===== src/rtl/ps2_key_event_ctrl.sv =====
// ps2_key_event_ctrl
//
// Turns raw PS/2 scan-code bytes into decoded key events. It tracks the
// E0 (extended) and F0 (break) prefixes and drops typematic repeats of
// the key that is currently held. Decoded events are queued in a
// first-word-fall-through FIFO, which the display/ASCII stage drains
// through a valid/ready handshake.
//
// Ports
//   clk        system clock; all logic runs on the rising edge
//   resetn     asynchronous, active-low reset
//   rx_valid   1-cycle strobe: rx_byte holds a parity-checked byte
//   rx_byte    scan-code byte from the receiver
//   evt_ready  consumer accepts the head event this cycle
//   clr_ovf    synchronous clear of ovf
//   evt_valid  FIFO not empty; the head event is on evt_*
//   evt_code   head event scan code, with prefixes stripped
//   evt_ext    head event carried an E0 prefix
//   evt_brk    head event is a release
//   fifo_level number of queued events, 0..FIFO_DEPTH
//   key_held   a make is held without a matching break
//   held_code  code of the last held key; kept after release
//   press_cnt  accepted non-repeat makes, modulo 256
//   ovf        sticky flag: an event was dropped because the FIFO was full
//   proto_err  1-cycle pulse on a bad prefix sequence or a prefix timeout

module ps2_key_event_ctrl #(
    parameter int FIFO_DEPTH  = 8,
    parameter int TIMEOUT_CYC = 100000
) (
    input  logic                          clk,
    input  logic                          resetn,
    input  logic                          rx_valid,
    input  logic [7:0]                    rx_byte,
    input  logic                          evt_ready,
    input  logic                          clr_ovf,
    output logic                          evt_valid,
    output logic [7:0]                    evt_code,
    output logic                          evt_ext,
    output logic                          evt_brk,
    output logic [$clog2(FIFO_DEPTH):0]   fifo_level,
    output logic                          key_held,
    output logic [7:0]                    held_code,
    output logic [7:0]                    press_cnt,
    output logic                          ovf,
    output logic                          proto_err
);

    localparam int AW = $clog2(FIFO_DEPTH);
    localparam int TW = $clog2(TIMEOUT_CYC + 1);

    typedef enum logic [1:0] {
        ST_IDLE,
        ST_EXT,
        ST_BRK,
        ST_EXTBRK
    } state_t;

    state_t          state, state_n;
    logic [TW-1:0]   tmo_cnt, tmo_cnt_n;
    logic            do_make, do_brk, cur_ext, err_n;
    logic            held_ext;
    logic            held_match;
    logic            push_req;

    // Decoded event waiting one cycle before it enters the FIFO
    logic            push_pend;
    logic [9:0]      push_data;

    logic [9:0]      mem [FIFO_DEPTH];
    logic [AW-1:0]   wr_ptr, rd_ptr;
    logic            fifo_full, pop, push_ok;
    logic [9:0]      head;

    // A make of the held key is a typematic repeat; a break of the held
    // key releases it. Both cases use the same comparison.
    assign held_match = key_held && (held_ext == cur_ext) && (held_code == rx_byte);
    assign push_req   = do_brk | (do_make & ~held_match);

    // State register, prefix timeout counter and the error pulse
    always_ff @(posedge clk or negedge resetn) begin
        if (!resetn) begin
            state     <= ST_IDLE;
            tmo_cnt   <= '0;
            proto_err <= 1'b0;
        end else begin
            state     <= state_n;
            tmo_cnt   <= tmo_cnt_n;
            proto_err <= err_n;
        end
    end

    // Prefix decoding and timeout. A byte arriving in the cycle the
    // timeout would expire wins over the timeout.
    always_comb begin
        state_n   = state;
        tmo_cnt_n = tmo_cnt;
        do_make   = 1'b0;
        do_brk    = 1'b0;
        cur_ext   = 1'b0;
        err_n     = 1'b0;
        if (rx_valid) begin
            tmo_cnt_n = '0;
            case (state)
                ST_IDLE: begin
                    if (rx_byte == 8'hE0) begin
                        state_n = ST_EXT;
                    end else if (rx_byte == 8'hF0) begin
                        state_n = ST_BRK;
                    end else if (rx_byte != 8'h00 && rx_byte != 8'hFF) begin
                        do_make = 1'b1;
                    end
                end
                ST_EXT: begin
                    cur_ext = 1'b1;
                    if (rx_byte == 8'hF0) begin
                        state_n = ST_EXTBRK;
                    end else if (rx_byte != 8'hE0) begin
                        do_make = 1'b1;
                        state_n = ST_IDLE;
                    end
                end
                ST_BRK, ST_EXTBRK: begin
                    cur_ext = (state == ST_EXTBRK);
                    state_n = ST_IDLE;
                    if (rx_byte == 8'hE0 || rx_byte == 8'hF0) begin
                        err_n = 1'b1;
                    end else begin
                        do_brk = 1'b1;
                    end
                end
                default: state_n = ST_IDLE;
            endcase
        end else if (state != ST_IDLE) begin
            if (tmo_cnt == TW'(TIMEOUT_CYC - 1)) begin
                err_n     = 1'b1;
                state_n   = ST_IDLE;
                tmo_cnt_n = '0;
            end else begin
                tmo_cnt_n = tmo_cnt + 1'b1;
            end
        end else begin
            tmo_cnt_n = '0;
        end
    end

    // Held-key status and press counter update right away, even when
    // the event itself is later dropped by a full FIFO.
    always_ff @(posedge clk or negedge resetn) begin
        if (!resetn) begin
            key_held  <= 1'b0;
            held_ext  <= 1'b0;
            held_code <= '0;
            press_cnt <= '0;
            push_pend <= 1'b0;
            push_data <= '0;
        end else begin
            push_pend <= push_req;
            push_data <= {cur_ext, do_brk, rx_byte};
            if (do_make && !held_match) begin
                key_held  <= 1'b1;
                held_ext  <= cur_ext;
                held_code <= rx_byte;
                press_cnt <= press_cnt + 8'd1;
            end else if (do_brk && held_match) begin
                key_held  <= 1'b0;
            end
        end
    end

    assign fifo_full = (fifo_level == (AW + 1)'(FIFO_DEPTH));
    assign evt_valid = (fifo_level != '0);
    assign pop       = evt_valid & evt_ready;
    assign push_ok   = push_pend & (~fifo_full | pop);

    // Event storage; contents only matter where the pointers say so
    always_ff @(posedge clk) begin
        if (push_ok) begin
            mem[wr_ptr] <= push_data;
        end
    end

    // FIFO pointers, level and the sticky overflow flag. A new overflow
    // takes priority over clr_ovf in the same cycle.
    always_ff @(posedge clk or negedge resetn) begin
        if (!resetn) begin
            wr_ptr     <= '0;
            rd_ptr     <= '0;
            fifo_level <= '0;
            ovf        <= 1'b0;
        end else begin
            if (push_ok) begin
                wr_ptr <= wr_ptr + 1'b1;
            end
            if (pop) begin
                rd_ptr <= rd_ptr + 1'b1;
            end
            case ({push_ok, pop})
                2'b10:   fifo_level <= fifo_level + 1'b1;
                2'b01:   fifo_level <= fifo_level - 1'b1;
                default: fifo_level <= fifo_level;
            endcase
            if (push_pend && !push_ok) begin
                ovf <= 1'b1;
            end else if (clr_ovf) begin
                ovf <= 1'b0;
            end
        end
    end

    // Head entry drives the event outputs; blanked while empty so that
    // stale storage never shows up on the bus.
    assign head     = mem[rd_ptr];
    assign evt_code = evt_valid ? head[7:0] : 8'h00;
    assign evt_brk  = evt_valid & head[8];
    assign evt_ext  = evt_valid & head[9];

endmodule


===== config.mk =====
export PLATFORM = sky130hd
export DESIGN_NAME = ps2_key_event_ctrl
export DESIGN_NICKNAME = d
export VERILOG_FILES = /design/src/rtl/ps2_key_event_ctrl.sv
export SDC_FILE = /design/constraint.sdc
export NUM_CORES = 1
export LEC_CHECK = 0
export ABC_AREA = 1
export CAP_MARGIN = 30
export CORE_MARGIN = 2
export CORE_UTILIZATION = 55
export CTS_CLUSTER_SIZE = 24
export DETAILED_ROUTE_END_ITERATION = 12
export DONT_BUFFER_PORTS = 1
export HOLD_SLACK_MARGIN = 0.15
export PLACE_DENSITY = 0.7
export SYNTH_ARGS = -nofsm -noshare
export SYNTH_HDL_FRONTEND = slang
export SYNTH_SLANG_ARGS = --single-unit

===== constraint.sdc =====
create_clock -name clk -period 3.7 [get_ports clk]
set_input_delay 0.555 -clock clk [delete_from_list [all_inputs] [get_ports clk]]
set_output_delay 0.555 -clock clk [all_outputs]
set_load 0.02 [all_outputs]

Word level (Yosys, flattened, before mapping)
Memory sizes are Yosys's and may differ from the RTL's.
Index checks and enable logic that the tools add are counted.
{"block": "totals", "ff_bits": 60, "ramBits": 80, "input_bits": 13, "output_inout_bits": 34, "wordCells": 100, "n_memories": 1}
{"name": "mem", "words": 8, "width": 10, "rd": 1, "rd_ports_with_merged_regs": 0, "wr": 1, "line": "70", "source": "logic [9:0] mem [FIFO_DEPTH];"}
{"block": "op_classes", "addsub": 6, "eq_ne": 15, "muxes": 36, "bitwise": 9, "n_reduce_logical": 20}
{"cell": "$mux W17", "count": 3}
{"cell": "$mux W1", "count": 21}
{"cell": "$add A17 B1 Y17 const B", "count": 1}
{"cell": "$eq A17 B17 Y1 const B", "count": 1}
{"cell": "$eq A8 B8 Y1 const B", "count": 2}
{"cell": "$ne A8 B8 Y1 const B", "count": 2}
{"cell": "$mux W2", "count": 7}
{"cell": "$reduce_bool A2 Y1", "count": 6}
{"cell": "$add A8 B1 Y8 const B", "count": 1}
{"cell": "$eq A8 B8 Y1", "count": 1}
{"cell": "$mux W8", "count": 1}
{"cell": "$ne A4 B4 Y1 const B", "count": 2}
{"cell": "$pmux W4 S2", "count": 1}
{"cell": "$reduce_bool A8 Y1", "count": 1}
{"cell": "$add A3 B1 Y3 const B", "count": 2}
{"cell": "$eq A2 B2 Y1 const B", "count": 3}
{"cell": "$logic_and A1 B1 Y1", "count": 6}
{"cell": "$pmux W2 S3", "count": 1}
{"cell": "$and A1 B1 Y1", "count": 5}
{"cell": "$add A4 B1 Y4 const B", "count": 1}
{"cell": "$eq A2 B1 Y1 const B", "count": 2}
{"cell": "$eq A4 B4 Y1 const B", "count": 1}
{"cell": "$pmux W1 S2", "count": 2}
{"cell": "$reduce_and A4 Y1", "count": 1}
{"cell": "9 further kinds", "count": 12}

Logic depth before layout (Yosys ltp)
{"block": "logic_depth", "depth_word": 10, "mapped_depth": 12, "mapped_depth_nobuf": 12}

Worst setup path after synthesis
OpenSTA, ideal clock, no wires.
{"block": "synth_path", "path_kind": "reg2out", "start": "register fifo_level[1]", "end": "output evt_brk", "arrival_time_ns": 1.539, "t_required_ns": 3.145, "path_slack_ns": 1.606, "path_stages_with_launch": 6, "path_buffers": 1, "cell_sequence": "dfrtp_1 > nor2_1 > nand3_1 > clkbuf_1 > o21ai_0 > nor2_1"}
{"block": "synth_via", "elab_chain_len": 2}
{"item": "start: declaration", "line": "41", "source": "output logic [$clog2(FIFO_DEPTH):0] fifo_level,"}
{"item": "start signal: assignment", "line": "199", "source": "2'b10: fifo_level <= fifo_level + 1'b1;"}
{"item": "start signal: assignment", "line": "200", "source": "2'b01: fifo_level <= fifo_level - 1'b1;"}
{"item": "start signal: assignment", "line": "201", "source": "default: fifo_level <= fifo_level;"}
{"item": "$reduce_bool A4 Y1", "line": "172", "source": "assign evt_valid = (fifo_level != '0);"}
{"item": "via evt_valid", "line": "37", "source": "output logic evt_valid,"}
{"item": "$and A1 B1 Y1", "line": "215", "source": "assign evt_brk = evt_valid & head[8];"}
{"item": "end: declaration", "line": "40", "source": "output logic evt_brk,"}
The timed path passes the listed nets, and every way through them passes these cells.

Final worst setup path
{"block": "layout_path", "start": "register rd_ptr[1]", "end": "output evt_code[2]"}
{"block": "layout_via", "elab_chain_len": 2}
{"item": "start: declaration", "line": "71", "source": "logic [AW-1:0] wr_ptr, rd_ptr;"}
{"item": "start signal: assignment", "line": "196", "source": "rd_ptr <= rd_ptr + 1'b1;"}
{"item": "$mem_v2 Z8 W10"}
{"item": "$mux W8", "line": "214", "source": "assign evt_code = evt_valid ? head[7:0] : 8'h00;"}
{"item": "end: declaration", "line": "38", "source": "output logic [7:0] evt_code,"}
No other way between the ends.

==> summary.md <==
| Metric | Value |
|---|---|
| MaxCap Viol Count | 0 |
| Run status | completed |
| Post-synthesis sequential area ratio | between 60 and 70% |
| Vias in the first global route | between 4000 and 5000 |
| Post-Route WL | between 10000 and 15000 um |
| CP Cell Sequence | buf_4, o21ai_0, o21ai_0, o21ai_0, nor2_1 |
| Synth cell types | 39 |
| Fmax | between 300 and 400 MHz |
| Share of post-route cells with drive strength above 1 | under 10% |
| Pre-CTS setup slack | between 1000 and 1500 ps |
| GR Util All Layers | 21.9% |
| Initial antenna violation count | 0 |
| Final hold vios | 0 |
| RSZ-0062 raised after global routing | false |
| DP Area | around 0.0064 mm2 |
| Yosys warns | 0 |
| CP max FO | 34 |
| Die Y | between 100 and 150 um |
| Inserted Clock Buffers | 17 |
| Family with the most delay on the worst path | flip-flops |
| Die footprint | between 0.01 and 0.015 mm2 |
| Min-delay src | rx_byte[6] |
| Synth area leaders | edfxtp_1, dfrtp_1, nand2_1, nor2_1, o21ai_0 |
| Most frequent CP cell | o21ai_0 |
| Pins Over Slew Limit | 0 |
| Post-DRT Antenna Nets | 0 |
| Clock Latency Late Sink | between 400 and 500 ps |
| Clk_skew | ~7.3 ps |
| CP arrival | approximately 2400 ps |
| Yosys top cell area share | roughly two fifths |
| Starting density of the core | ~57% |
| HP Class | in -> reg |
| Met3 WL | 763 um |
| Largest net degree at the start of global routing | between 60 and 70 |
| WP data required | between 3000 and 4000 ps |
| Final setup margin | ~760 ps |
| Slowest CP cell | dfrtp_1 |
| Synth area leader | edfxtp_1 |
| Worst Setup Start Kind | flop |
| Worst path bufs/invs | 1 |
| Met1 WL | 5550 um |
| Max-slew headroom | 33.9% |
| Core Region | approximately 0.011 mm2 |
| Synth Cell Area | 0.00623 mm2 |
| Non-Filler Instances | 785 |
| H-tree depth | 4 |
| Slowest stage delay, CP | between 900 and 1000 ps |
| Worst Setup End Kind | output pin |
| DP Wirelength | about 8400 um |
| Worst Tran Pin Value | 991 ps |
| Io pins | 47 |
| Post-route DRC | 0 |
| CTS tree | done |
| Top Metal Used | met4 |
| Setup TNS | 0 ps |
| Min Clock Period, post-route | 2940 ps |
| Router iterations before antenna repair | 5 |
| Final setup violating endpoints | 0 |
| Power per cell area | approximately 770 mW/mm2 |
| Placed Instances | 753 |
| # clock sinks | 140 |
| Number of port buffers | 0 |
| Syn Nets | between 600 and 700 |
| Finished Cell Area | roughly 0.0070 mm2 |
| Avg WL per Cell | between 15 and 20 um |
| Core Util, Final | between 60 and 70% |
| Routed vias/inst | approximately 5.5 |
| Worst-path clk slew | approximately 50 ps |
| RD Place Congestion | just under 0.9 |
| Fin nets | between 600 and 700 |
| Fillers | between 800 and 900 |
| Row count | 38 |
| DRT iter0 DRCs | between 300 and 400 |
| CP startpoint | rd_ptr[1] |
| Reg2reg start | fifo_level[1] |
| First-pass GRT wire length | 21100 um |
| Area grow syn2layout | 11.7% |
| Final period util | about four fifths |
| Aggregate global routing overflow | 0 |
| Synthesized area per cell | a little over 10 um2 |
| Syn Inst Count | 619 |
| Met2 wire length | slightly above 6000 um |
| Critical path class | reg -> out |
| Clock Root Buffer | clkbuf_16 |
| DR vias | ~4300 |
| Antenna Cells | 0 |
| Synth Register Bits | between 100 and 150 |
| Peak supply drop | approximately 400 uV |
| Leak | around 2.9 nW |
| Width of the chip | 110 um |
| Buffer depth of the longest clock path | 2 |
[cell usage after synthesis (all sizes together)]
cell type,number
fa,1
o21bai,1
xnor2,7
mux2i,10
inv,48
nor3,8
o21a,1
dfrtp,60
nand4,6
a21oi,9
o21ai,57
nand2,124
nor3b,1
buf,6
ha,6
nand3,43
clkbuf,12
o22ai,11
clkinv,1
or2,2
a31oi,2
mux2,1
edfxtp,80
xor2,9
nor2,113
[routing by layer]
layer	track usage [%]	vias up
li1	-	2107
met1	28.9	2046
met2	34.7	136
met3	5.49	26
met4	9.42	0
met5	0	-
[area by class of cell]
| cell class | count | area (um2) | share of cell area [%] |
|---|---|---|---|
| Sequential cell | 140 | 3900 | 56.0 |
| Multi-Input combinational cell | 412 | 2060 | 29.5 |
| Clock buffer | 20 | 437 | 6.27 |
| Inverter | 49 | 184 | 2.64 |
| Tap cell | 140 | 175 | 2.51 |
| Timing Repair Buffer | 14 | 131 | 1.89 |
| Clock inverter | 10 | 77.6 | 1.11 |
[layout by cell type (no fill, tap or decap), types with 2 or more instances in the layout]
master | synthesis | routed
nor3_1 | 5 | 5
ha_1 | 6 | 6
xnor2_1 | 7 | 7
o22ai_1 | 11 | 11
nand2_1 | 117 | 117
buf_4 | 3 | 11
clkinvlp_4 | 0 | 2
nand3_1 | 41 | 41
o21ai_1 | 4 | 4
mux2i_1 | 10 | 10
edfxtp_1 | 80 | 80
clkinv_1 | 1 | 3
nor3_2 | 2 | 2
nand2_2 | 6 | 6
o21ai_0 | 53 | 53
nor2_1 | 108 | 108
clkbuf_1 | 12 | 3
a21oi_1 | 8 | 8
nand4_1 | 6 | 6
inv_2 | 5 | 5
inv_1 | 43 | 43
dfrtp_1 | 60 | 60
xor2_1 | 9 | 9
a31oi_1 | 2 | 2
clkbuf_16 | 0 | 17
nor2_2 | 4 | 4
clkinv_2 | 0 | 5
[state kept, by name, indices dropped and copies added, names as in the netlist]
signal      cells
fifo_level      4
held_code       8
held_ext        1
key_held        1
mem            80
ovf             1
press_cnt       8
proto_err       1
push_data      10
push_pend       1
rd_ptr          3
state           2
tmo_cnt        17
wr_ptr          3
[report_power, final]
part	total, mW	leakage (nW)	switching, mW	internal [mW]
combinational	1.53	1.12	1.03	0.504
clock	1.49	0.250	0.586	0.903
sequential	2.35	1.49	0.385	1.96
[worst register-to-register path: cells and delay by family, from the launching register on]
kind | cells | cell delay (ps)
compound gates | 1 | 210
fa+ha+maj | 1 | 320
buf+inv | 3 | 330
flops | 1 | 490
simple gates | 7 | 740
[cells by family (layout without fill, tap and decap cells)]
group | after synthesis | in the layout | synth area share (%)
AOI/OAI and AO/OA | 81 | 81 | 6.90
xor gates and xnor gates | 16 | 16 | 2.25
adders and majority gates | 7 | 7 | 1.53
buffers and inverters | 67 | 93 | 4.37
DFF | 140 | 140 | 62.6
muxes | 11 | 11 | 1.79
and+or+nand+nor | 297 | 297 | 20.6
[worst paths after layout]
kind | endpoint | slack (ps) | cells after the start
max in group asynchronous | push_data[1] | 2770 | 2
min reg2reg | tmo_cnt[0] | 470 | 1
min in group asynchronous | tmo_cnt[9] | 660 | 2
min | push_data[6] | 170 | 0
max | evt_code[2] | 760 | 5
max reg2reg | fifo_level[3] | 1490 | 12
[metrics by stage]
step                hold slack (ps)  power, mW
floorplan                       259       3.49
global placement                262       3.83
detailed placement              261       3.90
CTS                             156       5.42
global route                    155       5.72
finish                          175       5.37
[repair_timing]
item,4_1_cts,5_1_grt
buffers inserted,0,0
setup endpoints to repair,0,0
hold buffers,2,0
endpoints found under the hold margin,60,0
gates resized for setup,0,0
Power figures use the tool's default switching activity.
